<file path="config.mk">
export PLATFORM = sky130hd
export DESIGN_NAME = mips_fetch_unit_flat
export DESIGN_NICKNAME = d
export VERILOG_FILES = /design/src/rtl/mips_fetch_if.sv /design/src/rtl/mips_fetch_unit.sv /design/src/flat_wrapper.sv
export SDC_FILE = /design/constraint.sdc
export NUM_CORES = 1
export LEC_CHECK = 0
export ABC_AREA = 0
export CORE_MARGIN = 2
export CORE_UTILIZATION = 35
export CTS_CLUSTER_SIZE = 25
export DETAILED_ROUTE_END_ITERATION = 10
export RECOVER_POWER = 100
export SKIP_CTS_REPAIR_TIMING = 1
export SYNTH_ARGS = -nofsm -noshare
export SYNTH_HDL_FRONTEND = slang
export SYNTH_SLANG_ARGS = --single-unit
</file>
<file path="constraint.sdc">
create_clock -name clk -period 9.04 [get_ports clk]
set_input_delay 2.26 -clock clk [delete_from_list [all_inputs] [get_ports clk]]
set_output_delay 2.26 -clock clk [all_outputs]
set_load 0.01 [all_outputs]
</file>
<file path="src/rtl/mips_fetch_if.sv">
// Fetch-stage bundle: instruction-memory request/response, core redirect,
// and the decode-side instruction handshake plus fetch status.
interface mips_fetch_if #(
  parameter int FIFO_DEPTH = 4
);
  localparam int CW = $clog2(FIFO_DEPTH) + 1;

  logic          imem_req_valid;
  logic [31:0]   imem_req_addr;
  logic          imem_req_ready;
  logic          imem_rsp_valid;
  logic [31:0]   imem_rsp_data;
  logic          redirect_valid;
  logic [31:0]   redirect_pc;
  logic          inst_valid;
  logic [31:0]   inst_data;
  logic [31:0]   inst_pc;
  logic          inst_ready;
  logic [31:0]   fetch_pc;
  logic [CW-1:0] inflight;

  modport master (
    output imem_req_valid, imem_req_addr,
    input  imem_req_ready, imem_rsp_valid, imem_rsp_data,
    input  redirect_valid, redirect_pc,
    output inst_valid, inst_data, inst_pc,
    input  inst_ready,
    output fetch_pc, inflight
  );

  modport slave (
    input  imem_req_valid, imem_req_addr,
    output imem_req_ready, imem_rsp_valid, imem_rsp_data,
    output redirect_valid, redirect_pc,
    input  inst_valid, inst_data, inst_pc,
    output inst_ready,
    input  fetch_pc, inflight
  );
endinterface

</file>
<file path="src/rtl/mips_fetch_unit.sv">
// Instruction fetch: credit-limited requests to imem, prefetch FIFO of
// {word, pc}, and redirect handling that drops stale in-flight responses.
module mips_fetch_unit #(
  parameter logic [31:0] RESET_PC   = 32'h0000_0000,
  parameter int          FIFO_DEPTH = 4
) (
  input logic            clk,
  input logic            reset,
  mips_fetch_if.master   bus
);
  localparam int CW = $clog2(FIFO_DEPTH) + 1;
  localparam int AW = $clog2(FIFO_DEPTH);

  logic [31:0]   fetch_pc_reg, fetch_pc_next;
  logic [31:0]   rsp_pc_reg, rsp_pc_next;
  logic [CW-1:0] inflight_reg, inflight_next;
  logic [CW-1:0] discard_reg, discard_next;
  logic [CW-1:0] count_reg, count_next;
  logic [AW-1:0] wr_ptr_reg, wr_ptr_next;
  logic [AW-1:0] rd_ptr_reg, rd_ptr_next;

  logic [31:0]   data_mem [FIFO_DEPTH];
  logic [31:0]   pc_mem   [FIFO_DEPTH];

  logic [CW:0]   credit_used;
  logic          has_credit;
  logic          req_valid;
  logic          req_fire;
  logic          rsp_live;
  logic          rsp_drop;
  logic          fifo_empty;
  logic          inst_valid;
  logic          push;
  logic          pop;
  logic [31:0]   redirect_aligned;

  // Every slot is reserved at request time, so a response always has room.
  assign credit_used = {1'b0, inflight_reg} + {1'b0, count_reg};
  assign has_credit  = credit_used < (CW+1)'(FIFO_DEPTH);
  assign req_valid   = has_credit && !bus.redirect_valid && !reset;
  assign req_fire    = req_valid && bus.imem_req_ready;

  // A response with nothing outstanding is a protocol error and is ignored.
  assign rsp_live    = bus.imem_rsp_valid && (inflight_reg != '0);
  assign rsp_drop    = (discard_reg != '0);

  assign fifo_empty  = (count_reg == '0);
  assign inst_valid  = !fifo_empty && !bus.redirect_valid;
  assign pop         = inst_valid && bus.inst_ready;
  assign push        = rsp_live && !rsp_drop && !bus.redirect_valid;

  assign redirect_aligned = bus.redirect_pc & ~32'h0000_0003;

  always_comb begin
    fetch_pc_next = fetch_pc_reg;
    rsp_pc_next   = rsp_pc_reg;
    discard_next  = discard_reg;
    count_next    = count_reg;
    wr_ptr_next   = wr_ptr_reg;
    rd_ptr_next   = rd_ptr_reg;
    inflight_next = inflight_reg + CW'(req_fire) - CW'(rsp_live);

    if (bus.redirect_valid) begin
      fetch_pc_next = redirect_aligned;
      rsp_pc_next   = redirect_aligned;
      // Everything still outstanding belongs to the old path.
      discard_next  = inflight_reg - CW'(rsp_live);
      count_next    = '0;
      wr_ptr_next   = '0;
      rd_ptr_next   = '0;
    end else begin
      if (req_fire) begin
        fetch_pc_next = fetch_pc_reg + 32'd4;
      end
      if (rsp_live && rsp_drop) begin
        discard_next = discard_reg - CW'(1);
      end
      if (push) begin
        rsp_pc_next = rsp_pc_reg + 32'd4;
        wr_ptr_next = wr_ptr_reg + AW'(1);
      end
      if (pop) begin
        rd_ptr_next = rd_ptr_reg + AW'(1);
      end
      count_next = count_reg + CW'(push) - CW'(pop);
    end
  end

  always_ff @(posedge clk or posedge reset) begin
    if (reset) begin
      fetch_pc_reg <= RESET_PC;
      rsp_pc_reg   <= RESET_PC;
      inflight_reg <= '0;
      discard_reg  <= '0;
      count_reg    <= '0;
      wr_ptr_reg   <= '0;
      rd_ptr_reg   <= '0;
    end else begin
      fetch_pc_reg <= fetch_pc_next;
      rsp_pc_reg   <= rsp_pc_next;
      inflight_reg <= inflight_next;
      discard_reg  <= discard_next;
      count_reg    <= count_next;
      wr_ptr_reg   <= wr_ptr_next;
      rd_ptr_reg   <= rd_ptr_next;
    end
  end

  // Storage needs no reset: the head is masked to zero whenever count is 0.
  always_ff @(posedge clk) begin
    if (push) begin
      data_mem[wr_ptr_reg] <= bus.imem_rsp_data;
      pc_mem[wr_ptr_reg]   <= rsp_pc_reg;
    end
  end

  assign bus.imem_req_valid = req_valid;
  assign bus.imem_req_addr  = fetch_pc_reg;
  assign bus.inst_valid     = inst_valid;
  assign bus.inst_data      = fifo_empty ? 32'h0 : data_mem[rd_ptr_reg];
  assign bus.inst_pc        = fifo_empty ? 32'h0 : pc_mem[rd_ptr_reg];
  assign bus.fetch_pc       = fetch_pc_reg;
  assign bus.inflight       = inflight_reg;
endmodule
</file>
<file path="src/flat_wrapper.sv">
// flat-port wrapper written by rule: the top's interface ports become plain ports
module mips_fetch_unit_flat 
#(
  parameter logic [31:0] RESET_PC   = 32'h0000_0000,
  parameter int          FIFO_DEPTH = 4
)
  (clk, reset, bus_imem_req_valid, bus_imem_req_addr, bus_imem_req_ready, bus_imem_rsp_valid, bus_imem_rsp_data, bus_redirect_valid, bus_redirect_pc, bus_inst_valid, bus_inst_data, bus_inst_pc, bus_inst_ready, bus_fetch_pc, bus_inflight);
  mips_fetch_if #(.FIFO_DEPTH(FIFO_DEPTH)) bus_i ();
  input logic clk;
  input logic reset;
  output wire logic [$bits(bus_i.imem_req_valid)-1:0] bus_imem_req_valid;
  output wire logic [$bits(bus_i.imem_req_addr)-1:0] bus_imem_req_addr;
  input wire logic [$bits(bus_i.imem_req_ready)-1:0] bus_imem_req_ready;
  input wire logic [$bits(bus_i.imem_rsp_valid)-1:0] bus_imem_rsp_valid;
  input wire logic [$bits(bus_i.imem_rsp_data)-1:0] bus_imem_rsp_data;
  input wire logic [$bits(bus_i.redirect_valid)-1:0] bus_redirect_valid;
  input wire logic [$bits(bus_i.redirect_pc)-1:0] bus_redirect_pc;
  output wire logic [$bits(bus_i.inst_valid)-1:0] bus_inst_valid;
  output wire logic [$bits(bus_i.inst_data)-1:0] bus_inst_data;
  output wire logic [$bits(bus_i.inst_pc)-1:0] bus_inst_pc;
  input wire logic [$bits(bus_i.inst_ready)-1:0] bus_inst_ready;
  output wire logic [$bits(bus_i.fetch_pc)-1:0] bus_fetch_pc;
  output wire logic [$bits(bus_i.inflight)-1:0] bus_inflight;
  assign bus_imem_req_valid = bus_i.imem_req_valid;
  assign bus_imem_req_addr = bus_i.imem_req_addr;
  assign bus_i.imem_req_ready = bus_imem_req_ready;
  assign bus_i.imem_rsp_valid = bus_imem_rsp_valid;
  assign bus_i.imem_rsp_data = bus_imem_rsp_data;
  assign bus_i.redirect_valid = bus_redirect_valid;
  assign bus_i.redirect_pc = bus_redirect_pc;
  assign bus_inst_valid = bus_i.inst_valid;
  assign bus_inst_data = bus_i.inst_data;
  assign bus_inst_pc = bus_i.inst_pc;
  assign bus_i.inst_ready = bus_inst_ready;
  assign bus_fetch_pc = bus_i.fetch_pc;
  assign bus_inflight = bus_i.inflight;
  mips_fetch_unit #(.RESET_PC(RESET_PC), .FIFO_DEPTH(FIFO_DEPTH)) u_core (.clk(clk), .reset(reset), .bus(bus_i));
endmodule
</file>
## After elaboration in Yosys (flattened, before gate mapping)

Memory sizes are Yosys's and may differ from the RTL's.
Cells that the tools add are included.

- Flip-flop bits (word level): 77
- RAM bits: 256
- Logic and storage cells: 56
- Memories kept: 2

Memory list:

| memory | words | width | rd ports | clocked after memory_dff | wr ports | RTL line | text |
|---|---|---|---|---|---|---|---|
| u_core.data_mem | 4 | 32 | 1 | 0 | 1 | mips_fetch_unit.sv:22 | `logic [31:0] data_mem [FIFO_DEPTH];` |
| u_core.pc_mem | 4 | 32 | 1 | 0 | 1 | mips_fetch_unit.sv:23 | `logic [31:0] pc_mem [FIFO_DEPTH];` |

- $add $sub $neg: 11
- Magnitude comparators: 1
- Mux-type cells: 15
- Reduce and logical (&&, ||, !) cells: 20

Operators by type and width:

| cell | count |
|---|---|
| $mux 32 | 6 |
| $add 32x3->32 const B | 2 |
| $logic_and 1x1->1 | 9 |
| $mux 3 | 3 |
| $sub 3x1->3 | 3 |
| $mux 2 | 4 |
| $reduce_bool 2->1 | 4 |
| $add 3x1->3 | 2 |
| $reduce_bool 3->1 | 2 |
| $add 2x1->2 const B | 2 |
| $add 3x3->4 | 1 |
| $logic_not 1->1 | 4 |
| $lt 4x3->1 const B | 1 |
| $logic_not 3->1 | 1 |
| $sub 3x1->3 const B | 1 |
| $mux 1 | 2 |

## Longest topological paths before layout

- Word-level depth: 7
- Depth in mapped cells: 11
- Depth with buffers taken out: 10

## Worst setup path before layout

No wires, ideal clock.

- Kind: input to output
- Start point: in bus_redirect_valid
- End point: out bus_imem_req_valid
- Data arrival time: 3215 ps
- Path slack: 3565 ps
- Stages on the path: 4
- Buffers on the path: 3
- Cells stage by stage: clkbuf_1 -> clkbuf_1 -> clkbuf_1 -> nor3_1

- Longest elaborated chain between the ends: 3

RTL lines:

| what | RTL line | text |
|---|---|---|
| from (decl) | flat_wrapper.sv:16 | `input wire logic [$bits(bus_i.redirect_valid)-1:0] bus_redirect_valid;` |
| $logic_not 1->1 | mips_fetch_unit.sv:40 | `assign req_valid = has_credit && !bus.redirect_valid && !reset;` |
| $logic_and 1x1->1 (2 in a row) | mips_fetch_unit.sv:40 |  |
| to (decl) | flat_wrapper.sv:11 | `output wire logic [$bits(bus_i.imem_req_valid)-1:0] bus_imem_req_valid;` |

No other way between the ends.

## Worst setup path after layout

- Start point: reg u_core.rd_ptr_reg[0]
- End point: out bus_inst_pc[19]

- Longest elaborated chain between the ends: 2

RTL lines:

| what | RTL line | text |
|---|---|---|
| from (decl) | mips_fetch_unit.sv:20 | `logic [AW-1:0] rd_ptr_reg, rd_ptr_next;` |
| from (signal assigned) | mips_fetch_unit.sv:105 | `rd_ptr_reg <= rd_ptr_next;` |
| $mem_v2 4x32 | -- |  |
| $mux 32 | mips_fetch_unit.sv:121 | `assign bus.inst_pc = fifo_empty ? 32'h0 : pc_mem[rd_ptr_reg];` |
| to (decl) | flat_wrapper.sv:20 | `output wire logic [$bits(bus_i.inst_pc)-1:0] bus_inst_pc;` |

No other way between the ends.

==> results.toml <==
[synthesis]
synth_commonest_cells = "edfxtp_1 (248), and2_1 (74), dfrtp_1 (73)"
ys_top_cells_by_area = "edfxtp_1 (54%), dfrtp_1 (13%), mux4_2 (10%)"
yosys_warnings = 0
syn_inst = 894
synth_largest_area_cell = "edfxtp_1"
synth-seq-cells = 321
yosysMostFrequentCell = "edfxtp_1"
synth_edf_count = 248
synth_flop_cell = "edfxtp_1"
synthDistinctLibCells = 49
async_flop_share = 0.2274
avgSynthCellArea_um2 = 15.51
synth_area_mm2 = 0.01387
ys_seq_area_frac = 0.6688
synth_top_cell_area_share = 0.5370

[finish]
syn2layout_area_growth_pct = 24.57
largest_register = "u_core.data_mem"
final_cells = 1610
largest_reg_flops = 128
reg.largest.list = "u_core.data_mem x128, u_core.pc_mem x120"
antennaDiodeCount = 0
layout-drive-gt1-share = 0.1245
nNetsFinal = 1155
fill_cells = 3531

[floorplan]
core_region_area_mm2 = 0.03892
start_util = 0.3563
ios = 203
dieHeight_um = 203.1
die_area_mm2 = 0.04123
core.rowCount = 72
die_w_um = 203.1

[timing]
period_share = 0.7726
setup_tns_ns = 0
finalHoldViolCount = 0
max_freq_ghz = 0.1432
drv_slew = 370
tightest_slew_ns = 4.024
fin_crit_ns = 6.984
setup_ws_ns = 2.056
rsz0062_at_grt = "false"
slew-limit-headroom = -1.682
fin_skew_ns = 0.02112
hold_ws_ns = 0.5526
setup_viol = 0

[route]
routed_wl_um = 30770
antenna_left = 0
vias_per_cell = 5.017
vias = 8077
drc_errors = 0
drtPass1Iterations = 4
wl_per_cell_um = 19.11
drtIter0Drc = 489

[place]
dp.cells = 1546
dp_slack_ns = 2.782
io_buffers = 194
place.gp.congestion = 0.7838
dp_hpwl_um = 18570

[worst_setup_path]
critPathRequiredTime_ns = 6.78
path_cells = "clkbuf_2, mux4_2, and2_1, dlygate4sd3_1"
r2r-start = "u_core.bus.inflight[1]"
critPathArrivalTime_ns = 4.72
worst_setup_path_start_kind = "flip-flop"
reg2reg_setup_slack_ns = 4.62
cp_max_fo = 43
r2r_cells = 4
max_stage_delay_ns = 1.43
critPathKind = "flip-flop to primary output"
worstReg2RegEnd = "u_core.data_mem[3][8]"
endpoint_kind = "primary output"
crit_slowest_cell = "clkbuf_2"

[worst_hold_path]
min_path_cells = 2
hold_start = "u_core.rd_ptr_reg[1]"
min_path_type = "flip-flop to flip-flop"
hold_path_end = "u_core.rd_ptr_reg[1]"

[run_status]
status = "complete, but fails checks"
violations = "max-capacitance violations, max-slew violations"

[clocking]
htreeDepth = 2
cts_buffer_depth = 3
clk-insertion-delay-late_ns = 0.52
cts_tree = "yes"
clock_sinks = 321
numCtsBuffers = 37
clock-root-buffer = "clkbuf_16"
clkTransAtPathRegs_ns = 0.06

[run]
drv_cap = 6

[power_and_ir_drop]
p_per_area_mw_per_mm2 = 253.1
vdd_ir_drop_max_mv = 0.1244
cellLeakagePower_nw = 6.048
total_power_mw = 4.372

[global_routing]
grt_pass1_vias = 8400
antenna_found_initial = 0
grt_overflow = 0
grt_usage = 0.1529
grt_max_degree = 74
grt_pass1_wl_um = 48580
## metal layers
| metal | global-route usage | vias up | wire [µm] |
|---|---|---|---|
| met2 | 0.2424 | 263 | 14210 |
| met5 | 0 | - | 0 |
| met3 | 0.03082 | 57 | 1718 |
| met1 | 0.2139 | 4064 | 14200 |
| met4 | 0.04380 | 0 | 643 |
| li1 | - | 3693 | - |
## critical path: cells and delay by family (launching register included)
family,cells,cell delay (ns)
simple gates,1,0.19
mux,1,0.69
buf+inv,2,2.03
flops,1,1.25
## stage by stage
step / instance area [µm²] / utilization
5_1_grt: 17270 / 0.4439
2_1_floorplan: 13890 / -
6_report: 17270 / 0.4439
3_5_place_dp: 16130 / 0.4144
3_3_place_gp: 16130 / 0.4144
4_1_cts: 17310 / 0.4449
## kinds of logic after synthesis
kind of cell               Yosys count  share of synthesized area
AOI/OAI and AO/OA                   70                    0.03176
xor gates and xnor gates            46                    0.02905
buffers and inverters               98                    0.03790
adders and majority gates           18                    0.01732
DFF                                321                     0.6688
muxes                               75                     0.1109
and+or+nand+nor                    265                     0.1040
other                                1                  0.0002704
## placed cells by master (no fill, tap or decap), drive strengths merged, types with 31 or more instances in the layout
master and instances:
nand3 37, mux4 62, dfrtp 73, o21ai 31, clkdlybuf4s50 36, and2 74
clkbuf 49, nand2 52, edfxtp 248, dlygate4sd3 157
## report_power, final
part | switching (mW) | internal [mW]
Clock | 0.585 | 0.878
Sequential | 0.125 | 1.70
Combinational | 0.512 | 0.578
Total | 1.22 | 3.15
## layout make-up
class	count	area [µm²]	share of cell area
clock inverter	20	221.5	0.01282
tap	518	648.1	0.03752
timing repair buffer	204	1994	0.1155
inverter	23	86.33	0.004998
multi-input combinational	480	4086	0.2366
clock buffer	44	962.2	0.05570
sequential	321	9275	0.5369
## worst max path at each step
stage                               from  slack (ns)                  to  cells past startpoint
finish              u_core.rd_ptr_reg[0]        2.06     bus_inst_pc[19]                      4
global route        u_core.rd_ptr_reg[0]        1.49     bus_inst_pc[13]                      4
CTS                                reset        2.78  bus_imem_req_valid                      4
detailed placement                 reset        2.78  bus_imem_req_valid                      4
global placement                   reset        2.79  bus_imem_req_valid                      4
floorplan             bus_redirect_valid        3.57  bus_imem_req_valid                      4
Power figures use the tool's default switching activity.
